## src/rtl/pipe_ctrl_pkg.sv

```systemverilog
// rtl/pipe_ctrl_pkg.sv - shared state encoding, constants and sizing helper for pipe_ctrl
package pipe_ctrl_pkg;

    typedef enum logic [1:0] {
        CTRL_IDLE  = 2'd0,
        CTRL_FLUSH = 2'd1,
        CTRL_HOLD  = 2'd2
    } ctrl_state_e;

    localparam logic [31:0] ZERO_WORD = 32'h0000_0000;

    function automatic int max2(input int a, input int b);
        return (a > b) ? a : b;
    endfunction

endpackage

```

## src/rtl/pipe_ctrl_sat_cnt.sv

```systemverilog
// rtl/pipe_ctrl_sat_cnt.sv - 32-bit saturating event counter with enable and synchronous load
module pipe_ctrl_sat_cnt (
    input  logic        clk,
    input  logic        rst_n,
    input  logic        en_i,
    input  logic        load_i,
    input  logic [31:0] load_val_i,
    output logic [31:0] cnt_o
);

    logic [31:0] cnt_q;
    logic [31:0] cnt_d;

    always_comb begin
        cnt_d = cnt_q;
        if (load_i) begin
            cnt_d = load_val_i;
        end else if (en_i && (cnt_q != 32'hFFFF_FFFF)) begin
            cnt_d = cnt_q + 32'd1;
        end
    end

    always_ff @(posedge clk or negedge rst_n) begin
        if (!rst_n) begin
            cnt_q <= 32'd0;
        end else begin
            cnt_q <= cnt_d;
        end
    end

    assign cnt_o = cnt_q;

endmodule

```

## src/rtl/pipe_ctrl.sv

```systemverilog
// rtl/pipe_ctrl.sv - jump/hold pipeline controller; PIPE_CTRL_STATS_EN adds jump/stall counters
module pipe_ctrl
    import pipe_ctrl_pkg::*;
#(
    parameter int FLUSH_CYCLES = 1,
    parameter int HOLD_CYCLES  = 1
) (
    input  logic        clk,
    input  logic        rst,
    input  logic        jump_en_i,
    input  logic [31:0] jump_addr_i,
    input  logic        hold_flag_i,
    input  logic        hold_req_i,
    output logic        pc_jump_en_o,
    output logic [31:0] pc_jump_addr_o,
    output logic        pc_hold_o,
    output logic        if_id_hold_o,
    output logic        flush_if_id_o,
    output logic        flush_id_ex_o
`ifdef PIPE_CTRL_STATS_EN
    ,
    output logic [31:0] stat_jump_cnt_o,
    output logic [31:0] stat_stall_cnt_o
`endif
);

    localparam int CW = $clog2(max2(FLUSH_CYCLES, HOLD_CYCLES) + 1);
    // The IDLE cycle that takes the event is the first of the burst, hence -2.
    localparam logic [CW-1:0] FLUSH_LOAD = CW'((FLUSH_CYCLES > 1) ? FLUSH_CYCLES - 2 : 0);
    localparam logic [CW-1:0] HOLD_LOAD  = CW'((HOLD_CYCLES > 1) ? HOLD_CYCLES - 2 : 0);

    ctrl_state_e   state_q, state_d;
    logic [CW-1:0] cnt_q, cnt_d;

    always_comb begin
        state_d = state_q;
        cnt_d   = cnt_q;
        case (state_q)
            CTRL_IDLE: begin
                if (jump_en_i) begin
                    if (FLUSH_CYCLES > 1) begin
                        state_d = CTRL_FLUSH;
                        cnt_d   = FLUSH_LOAD;
                    end
                end else if (hold_flag_i) begin
                    if (HOLD_CYCLES > 1) begin
                        state_d = CTRL_HOLD;
                        cnt_d   = HOLD_LOAD;
                    end
                end
            end
            CTRL_FLUSH, CTRL_HOLD: begin
                if (cnt_q == '0) begin
                    state_d = CTRL_IDLE;
                end else begin
                    cnt_d = cnt_q - CW'(1);
                end
            end
            default: begin
                state_d = CTRL_IDLE;
                cnt_d   = '0;
            end
        endcase
    end

    always_ff @(posedge clk or negedge rst) begin
        if (!rst) begin
            state_q <= CTRL_IDLE;
            cnt_q   <= '0;
        end else begin
            state_q <= state_d;
            cnt_q   <= cnt_d;
        end
    end

    // Outputs are combinational for zero-latency redirect; reset gates them off.
    always_comb begin
        pc_jump_en_o   = 1'b0;
        pc_jump_addr_o = ZERO_WORD;
        pc_hold_o      = 1'b0;
        if_id_hold_o   = 1'b0;
        flush_if_id_o  = 1'b0;
        flush_id_ex_o  = 1'b0;
        if (rst) begin
            case (state_q)
                CTRL_IDLE: begin
                    if (jump_en_i) begin
                        pc_jump_en_o   = 1'b1;
                        pc_jump_addr_o = jump_addr_i;
                        flush_if_id_o  = 1'b1;
                        flush_id_ex_o  = 1'b1;
                    end else if (hold_flag_i || hold_req_i) begin
                        pc_hold_o     = 1'b1;
                        if_id_hold_o  = 1'b1;
                        flush_id_ex_o = 1'b1;
                    end
                end
                CTRL_FLUSH: begin
                    flush_if_id_o = 1'b1;
                    flush_id_ex_o = 1'b1;
                end
                CTRL_HOLD: begin
                    pc_hold_o     = 1'b1;
                    if_id_hold_o  = 1'b1;
                    flush_id_ex_o = 1'b1;
                end
                default: ;
            endcase
        end
    end

`ifdef PIPE_CTRL_STATS_EN
    pipe_ctrl_sat_cnt u_jump_cnt (
        .clk        (clk),
        .rst_n      (rst),
        .en_i       (pc_jump_en_o),
        .load_i     (1'b0),
        .load_val_i (ZERO_WORD),
        .cnt_o      (stat_jump_cnt_o)
    );

    pipe_ctrl_sat_cnt u_stall_cnt (
        .clk        (clk),
        .rst_n      (rst),
        .en_i       (pc_hold_o),
        .load_i     (1'b0),
        .load_val_i (ZERO_WORD),
        .cnt_o      (stat_stall_cnt_o)
    );
`endif

endmodule

```

## config.mk

```make
export PLATFORM = sky130hd
export DESIGN_NAME = pipe_ctrl
export DESIGN_NICKNAME = d
export VERILOG_FILES = /design/src/rtl/pipe_ctrl_pkg.sv /design/src/rtl/pipe_ctrl_sat_cnt.sv /design/src/rtl/pipe_ctrl.sv
export SDC_FILE = /design/constraint.sdc
export NUM_CORES = 1
export LEC_CHECK = 0
export ABC_AREA = 1
export CELL_PAD_IN_SITES_DETAIL_PLACEMENT = 0
export CELL_PAD_IN_SITES_GLOBAL_PLACEMENT = 1
export CORE_MARGIN = 1.5
export CORE_UTILIZATION = 10
export DETAILED_ROUTE_END_ITERATION = 8
export PLACE_DENSITY = 0.95
export SLEW_MARGIN = 30
export SYNTH_ARGS = -nofsm -noshare
export SYNTH_HDL_FRONTEND = slang
export SYNTH_SLANG_ARGS = --single-unit
```

## constraint.sdc

```tcl
create_clock -name clk -period 1 [get_ports clk]
set_input_delay 0.2 -clock clk [delete_from_list [all_inputs] [get_ports clk]]
set_output_delay 0.2 -clock clk [all_outputs]
set_load 0.03 [all_outputs]
```

==> flow_summary.toml <==
[final_layout]
final.fill_count = 329
final-seq-area_um2 = 0
fin_util = 0.411
multi_input_area_um2 = 283
fin_area_um2 = 1240
syn2layout_area_growth_pct = 293
antennaDiodeCount = 0
drive_above_1_share = 0.534
nets = 187
final_common_cell = "dlygate4sd2_1"
seq_cells = 0
clock_buffers = 0
final_cell_mix = "dlygate4sd2_1, inv_1, buf_6"

[global_route]
overflow = 0
antenna_found_initial = 0
track_usage = 0.0776
grt_pass1_wl_um = 2210
grt_pass1_vias = 523
grt_max_degree = 11

[placement]
post_dp_cell_area_um2 = 1040
io_buffer_count = 73
hpwl_um = 1090
place.gp.congestion = 0.668

[setup_path]
crit_type = "input pin to output pin"
critical_path.max_fanout = 10
worstPathRequired_ns = 0.80
crit_slowest_cell = "buf_12"
startpoint = "rst"
path_cells = "buf_8, nand2_8, buf_12, nor2_1, buf_4"
worstSetupEndpointType = "output pin"
cp-start-kind = "input pin"
worst_path_largest_cell_delay_ns = 0.16
worstSetupEndpoint = "pc_jump_addr_o[9]"
crit_arrival_ns = 0.79

[synthesis]
synth_top_area_frac = 0.403
synth_area_leaders = "inv_1, nor2_1, buf_6, buf_4, nand2_2"
avgSynthCellArea_um2 = 4.22
syn_inst = 75
ys_seq_area_frac = 0
synth.net_count = 112
yosysWarnings = 0
yosysTopAreaCell = "inv_1"
synth_cell_types = 7
netlist_area_um2 = 317

[floorplanning]
die_w_um = 59.3
die_y_um = 59.3
core_area_um2 = 3030
pin_count = 74
die-area_um2 = 3510
num_rows = 20
start_util = 0.105

[route]
drtIter0Drc = 2
vias = 650
drt-pass1-iter-count = 3
drt-wirelength-per-cell_um = 8.09
viasPerCell = 3.39
routed_wl_um = 1550
drc_errors = 0
postRouteAntennaNets = 0

[timing]
min_period_ns = 0.993
tightestPinTransition_ns = 0.182
report.final.setup_viol = 0
fmax_mhz = 1010
drv_slew = 0
rsz0062_at_grt = "true"
post-route-period-util = 0.993
slew_headroom = 0.878
hold_violations = 0

[min_path]
hp-class = "input pin to output pin"

[pwr]
leakage_nw = 0.694
ir_worst_vdd_uv = 165
p_per_area_nw_per_um2 = 434

[job]
drv_cap = 0

[run_status]
status = "finished, final reports clean"
[cell families after synthesis]
family,share of synthesized area
AOI/OAI and AO/OA,0.0158
buffers and inverters,0.557
and+or+nand+nor,0.427
[how the worst min path moves through the flow]
stage	start	end	slack, ns	cells past startpoint
2_1_floorplan	jump_en_i	if_id_hold_o	0.45	1
3_3_place_gp	jump_addr_i[20]	pc_jump_addr_o[20]	1.03	4
3_5_place_dp	jump_addr_i[3]	pc_jump_addr_o[3]	1.03	4
4_1_cts	jump_en_i	if_id_hold_o	0.77	4
5_1_grt	jump_en_i	if_id_hold_o	0.77	4
6_report	jump_en_i	if_id_hold_o	0.76	4
[cells in the mapped netlist]
cell	n
inv_1	34
buf_4	2
nor3_1	1
nand2_2	1
nor2_1	33
o21ai_0	1
buf_6	3
[report_power, final]
part           internal (mW)  switching (mW)
registers                  0               0
clock network              0               0
logic                  0.257           0.283
[cell type report]
class                      count  area share
timing repair buffer          78       0.623
inverter                      34       0.106
tap                           44      0.0442
multi-input combinational     36       0.227
[metal layers]
layer  GRT usage  wire length (um)
met5           0                 0
met1      0.0827               505
met3      0.0218               225
met4           0                 0
met2       0.157               822
[metrics by stage]
stage | hold slack [ns] | total power, mW | worst slack [ns] | cells | setup TNS [ns]
after floorplan | 0.447 | 0.232 | -0.0256 | 75 | -0.0813
after global placement | 1.03 | 0.474 | -0.476 | 189 | -16.87
after detailed placement | 1.03 | 0.475 | -0.494 | 189 | -17.36
after CTS | 0.765 | 0.517 | -0.0590 | 193 | -0.419
after global routing | 0.768 | 0.576 | -0.0280 | 192 | -0.169
final | 0.757 | 0.540 | 0.00695 | 192 | 0
[worst max-delay path: cells and delay by family]
family                 cells  cell delay [ns]
buffers and inverters      3             0.41
and+or+nand+nor            2             0.19
[what timing repair did]
action / in CTS / in global routing
endpoints found under the setup margin: 37 / 29
gates cloned: 2 / 0
pin swaps: 29 / 3
resized for setup: 80 / 34
setup buffers: 2 / 0
hold buffers: 0 / 0
No activity file was read; power rests on OpenSTA's default activity.
